[src/rtl/tick_gen.sv]
// Programmable timebase: divides clk by a runtime divisor, producing a one-cycle
// tick, a 50% square wave and a cascaded second-stage tick2 every DIV2 ticks.
module tick_gen #(
    parameter int unsigned WIDTH       = 16,
    parameter int unsigned DEFAULT_DIV = 100,
    parameter int unsigned DIV2        = 100
) (
    input  logic             clk,
    input  logic             rst,
    input  logic             en,
    input  logic             load,
    input  logic [WIDTH-1:0] div_in,
    output logic             tick,
    output logic             sq,
    output logic             tick2,
    output logic [WIDTH-1:0] div_q,
    output logic             err
);

    localparam int unsigned      CW        = (DIV2 > 1) ? $clog2(DIV2) : 1;
    localparam logic [CW-1:0]    CNT2_LAST = CW'(DIV2 - 1);
    localparam logic [CW-1:0]    CNT2_ONE  = CW'(1);
    localparam logic [WIDTH-1:0] DIV_RST   = WIDTH'(DEFAULT_DIV);
    localparam logic [WIDTH-1:0] ONE       = WIDTH'(1);

    logic [WIDTH-1:0] cnt;
    logic [WIDTH-1:0] pend;
    logic             pend_v;
    logic [CW-1:0]    cnt2;

    logic             wrap;
    logic             wrap2;
    logic             load_ok;
    logic             load_bad;
    logic [WIDTH-1:0] div_m1;

    logic [WIDTH-1:0] cnt_nxt;
    logic [CW-1:0]    cnt2_nxt;
    logic [WIDTH-1:0] div_nxt;
    logic [WIDTH-1:0] pend_nxt;
    logic             pend_v_nxt;
    logic             sq_nxt;

    // div_q is never zero, so div_q-1 cannot underflow.
    always_comb begin
        div_m1   = div_q - ONE;
        wrap     = en && (cnt == div_m1);
        wrap2    = wrap && (cnt2 == CNT2_LAST);
        load_ok  = load && (div_in != '0);
        load_bad = load && (div_in == '0);
    end

    always_comb begin
        cnt_nxt  = cnt;
        cnt2_nxt = cnt2;
        sq_nxt   = sq;
        if (wrap) begin
            cnt_nxt = '0;
            sq_nxt  = ~sq;
            if (cnt2 == CNT2_LAST) begin
                cnt2_nxt = '0;
            end else begin
                cnt2_nxt = cnt2 + CNT2_ONE;
            end
        end else if (en) begin
            cnt_nxt = cnt + ONE;
        end
        // A disabled load restarts the period but keeps cnt2 and sq phase.
        if (load_ok && !en) begin
            cnt_nxt = '0;
        end
    end

    // The running period always finishes on the old divisor; a mid-period
    // load parks in pend and is applied on the next wrap.
    always_comb begin
        div_nxt    = div_q;
        pend_nxt   = pend;
        pend_v_nxt = pend_v;
        if (load_ok && (!en || wrap)) begin
            div_nxt    = div_in;
            pend_v_nxt = 1'b0;
        end else if (load_ok) begin
            pend_nxt   = div_in;
            pend_v_nxt = 1'b1;
        end else if (wrap && pend_v) begin
            div_nxt    = pend;
            pend_v_nxt = 1'b0;
        end
    end

    always_ff @(posedge clk) begin
        if (rst) begin
            cnt    <= '0;
            cnt2   <= '0;
            div_q  <= DIV_RST;
            pend   <= '0;
            pend_v <= 1'b0;
            tick   <= 1'b0;
            tick2  <= 1'b0;
            sq     <= 1'b0;
            err    <= 1'b0;
        end else begin
            cnt    <= cnt_nxt;
            cnt2   <= cnt2_nxt;
            div_q  <= div_nxt;
            pend   <= pend_nxt;
            pend_v <= pend_v_nxt;
            tick   <= wrap;
            tick2  <= wrap2;
            sq     <= sq_nxt;
            if (load_bad) begin
                err <= 1'b1;
            end
        end
    end

endmodule

[config.mk]
export PLATFORM = sky130hd
export DESIGN_NAME = tick_gen
export DESIGN_NICKNAME = d
export VERILOG_FILES = /design/src/rtl/tick_gen.sv
export SDC_FILE = /design/constraint.sdc
export NUM_CORES = 1
export LEC_CHECK = 0
export ABC_AREA = 1
export BUFFER_PORTS_ARGS = -buffer_cell sky130_fd_sc_hd__buf_2
export CORE_AREA = 2 2 69 104
export DETAILED_ROUTE_END_ITERATION = 16
export DIE_AREA = 0 0 71 106
export PLACE_DENSITY = 0.84
export SYNTH_ARGS = -nofsm -noshare
export SYNTH_HDL_FRONTEND = slang
export SYNTH_SLANG_ARGS = --single-unit
[constraint.sdc]
create_clock -name clk -period 4.8 [get_ports clk]
set_input_delay 0.24 -clock clk [delete_from_list [all_inputs] [get_ports clk]]
set_output_delay 0.24 -clock clk [all_outputs]
set_load 0.02 [all_outputs]
==> run metrics <==
CP Launch Type register; Synthesis Warnings 0; Pwr Density 299.1 nW/um^2; Die ar. 7526 sq um; Mapped Cells 543; most used cell along the critical path nand2_1; Final Setup Violations 0; initial drt markers about 190; Post-DP Area 3719 sq um; WS Path Type reg -> reg; setup_tns 0 ns; Layout Nets 600; Net Sw Frac 0.2955; most frequent cell after synthesis nand2_1; Root Driver clkbuf_8; area of the multi-input gates 2038 sq um; diode count 0; Clk Latency, worst-skew pair 0.34 ns; dominant synthesized flop cell dfxtp_1; Detail Placement HPWL around 6400 um; CP peak stage delay 0.43 ns; largest net degree at the start of global routing 35; measured slew at the worst slew-check pin 1.047 ns; Final GP Congestion 0.8932; Max clock buf depth 2; Max-cap violations 0; IO Pins 40; Fin. Hold Viols 0; CORE AREA 6713 sq um; Worst path slowest cell o21ai_2; H-tree depth 3; status finished, final reports clean; Net Switching between 300 and 400 uW; Setup WS post-layout approximately 1.9 ns; input/output buffers 39; fillers 634; Hold Startpoint div_in[12]; crit path DAT 3.08 ns; Post-CTS Setup Bufs 0; syn_nets 566; register bit total from synthesis 60; post-route ant nets 0; Synth area leader dfxtp_1; clk sink count 60; layout cells sized above 1 0.1325; Internal Power 823.2 uW; number of flops mapped to enable cells by yosys 0; RSZ-0062 raised after global routing false; clock power share 0.371; max-slew violations 0; cell count of the worst hold path 3; Chip Width 71 um; Comb pwr share 0.166; Seq pwr share 0.463; Reg clk slew, reported paths 0.07 ns; Worst Hold End pend[12]; top-area cell type share of the netlist area 0.3392; post-synthesis cell area 3541 sq um; clk_skew about 0.0080 ns; FF/Latch Area about 1200 sq um; hold buffer count at cts 0; FF-to-FF path depth 17; Cell Rows 37; Period minus WS final 2.888 ns; first-pass GRT wire length ~15000 um; Via density 5.297; f_max around 350 MHz; die height ~110 um; worst hold slack roughly 0.16 ns; Post-CTS Resized 0; DR pass1 iterations 5; Worst EP required 4.99 ns; pre-CTS setup slack roughly 1.7 ns; cts bufs inserted 9; CTS tree built; VDD IR-drop max between 200 and 250 uV; Total GRT Usage 0.2437; Initial Util 0.5275; register-to-register setup slack about 1.9 ns; Area Growth Syn to Fin 10.32%; Critical Path Sink Type register; reg-to-reg endpoint div_q[6]; Synth area leaders dfxtp_1 34%, nand2_1 16%, nor2_1 11%; worst-path cell chain inv_2 > ha_1 > nand3_2 > nor2_2 > nand2_1 > nand2_1 > nand2_1 > nand2_1 > inv_1 > nand2_1 > nor2_4 > nand2_4 > nand2_8 > o21ai_2 > clkinv_1 > nand2_1 > nand3_1; FFs w/ async S/R, synth 0; Routed wire per std cell 13.07 um; worst r2r src div_q[0]; DRC 0; HP Class in -> reg; Yosys cell types 37; vias in the first global route 3327; global route overflow 0; Detailed Route WL 8616 um; DR vias ~3500; post-route cell area 3906 sq um; Final Cycle Share 0.6016; initial antenna violation count 0; Lkg Pwr 1.854 nW; syn avg cell area 6.521 sq um; CP Max Fanout 30; slew margin rel. 0.3022; Seq/Total Area, Yosys 0.3392; most frequent cells after synthesis 155 x nand2_1, 101 x nor2_1, 60 x dfxtp_1, 43 x inv_1, 41 x nand3_1
[metrics by stage]
| stage | utilization | total power [mW] | cells |
|---|---|---|---|
| 5_1_grt | 0.5819 | 1.226 | 659 |
| 3_5_place_dp | 0.5540 | 0.7425 | 644 |
| 2_1_floorplan | - | 0.6942 | 543 |
| 6_report | 0.5819 | 1.168 | 659 |
| 4_1_cts | 0.5819 | 1.176 | 659 |
| 3_3_place_gp | 0.5540 | 0.7373 | 644 |
[power by group through the flow]
stage	clock, mW	sequential [mW]	combinational (mW)
6_report	0.434	0.541	0.194
5_1_grt	0.463	0.543	0.220
4_1_cts	0.444	0.541	0.192
3_5_place_dp	0	0.551	0.191
3_3_place_gp	0	0.551	0.187
2_1_floorplan	0	0.558	0.136
[worst max-delay path: cells and delay by family (launching register included)]
family | cells | cell delay, ns
compound gates | 1 | 0.43
buf+inv | 3 | 0.46
fa+ha+maj | 1 | 0.23
flops | 1 | 0.36
simple gates | 12 | 1.23
[how the worst max path moves through the flow]
stage,from,to,slack (ns),depth (start not counted)
floorplan,div_q[1],cnt[11],2.52,14
global placement,div_in[4],div_q[2],1.76,10
CTS,div_q[0],div_q[6],1.97,17
finish,div_q[0],div_q[6],1.91,17
global route,div_q[0],div_q[6],1.53,17
detailed placement,div_in[4],div_q[6],1.67,10
[flip-flops by register name, indices dropped and copies added (netlist names), 7 cells and up]
register,count
pend,16
cnt,16
cnt2,7
div_q,16
[kinds of logic (layout without fill, tap and decap cells)]
family                   Yosys count  count (layout)  share of synthesized area
adder cells (fa/ha/maj)            3               3                    0.01060
XOR/XNOR                          26              26                    0.06431
flip-flops                        60              60                     0.3392
AO/OA/AOI/OAI                     40              40                    0.05866
AND/OR/NAND/NOR                  349             349                     0.4421
buffers and inverters             65             103                    0.08516
[cell type report]
class | count | share of cell area
clock buffers | 14 | 0.04676
inverters | 49 | 0.04773
clock inverters | 1 | 0.001281
well taps | 78 | 0.02498
flip-flops and latches | 60 | 0.3075
repair buffers | 39 | 0.04997
multi-input cells | 418 | 0.5218
[routing by layer]
| layer | routed length, um | global-route usage | up-vias |
|---|---|---|---|
| met1 | 3400 | 0.2633 | 1542 |
| met2 | 4410 | 0.4239 | 119 |
| met4 | 397 | 0.1523 | 0 |
| met5 | 0 | 0 | - |
| met3 | 408 | 0.05213 | 38 |
| li1 | - | - | 1792 |
[layout by cell type, fill, tap and decap left out, types with 2 or more instances in the layout]
| cell | n |
|---|---|
| a21oi_1 | 14 |
| buf_2 | 39 |
| clkbuf_8 | 13 |
| clkinv_1 | 2 |
| dfxtp_1 | 60 |
| ha_1 | 3 |
| inv_1 | 43 |
| inv_2 | 3 |
| nand2_1 | 155 |
| nand2_2 | 2 |
| nand2_4 | 3 |
| nand3_1 | 41 |
| nand3_2 | 2 |
| nand3b_1 | 7 |
| nand4_1 | 8 |
| nor2_1 | 101 |
| nor2_2 | 3 |
| nor2_4 | 3 |
| nor3_1 | 9 |
| nor4_1 | 6 |
| o21ai_0 | 14 |
| o21ai_1 | 9 |
| or2_2 | 3 |
| xnor2_1 | 8 |
| xor2_1 | 18 |
No activity file was read; power rests on OpenSTA's default activity.
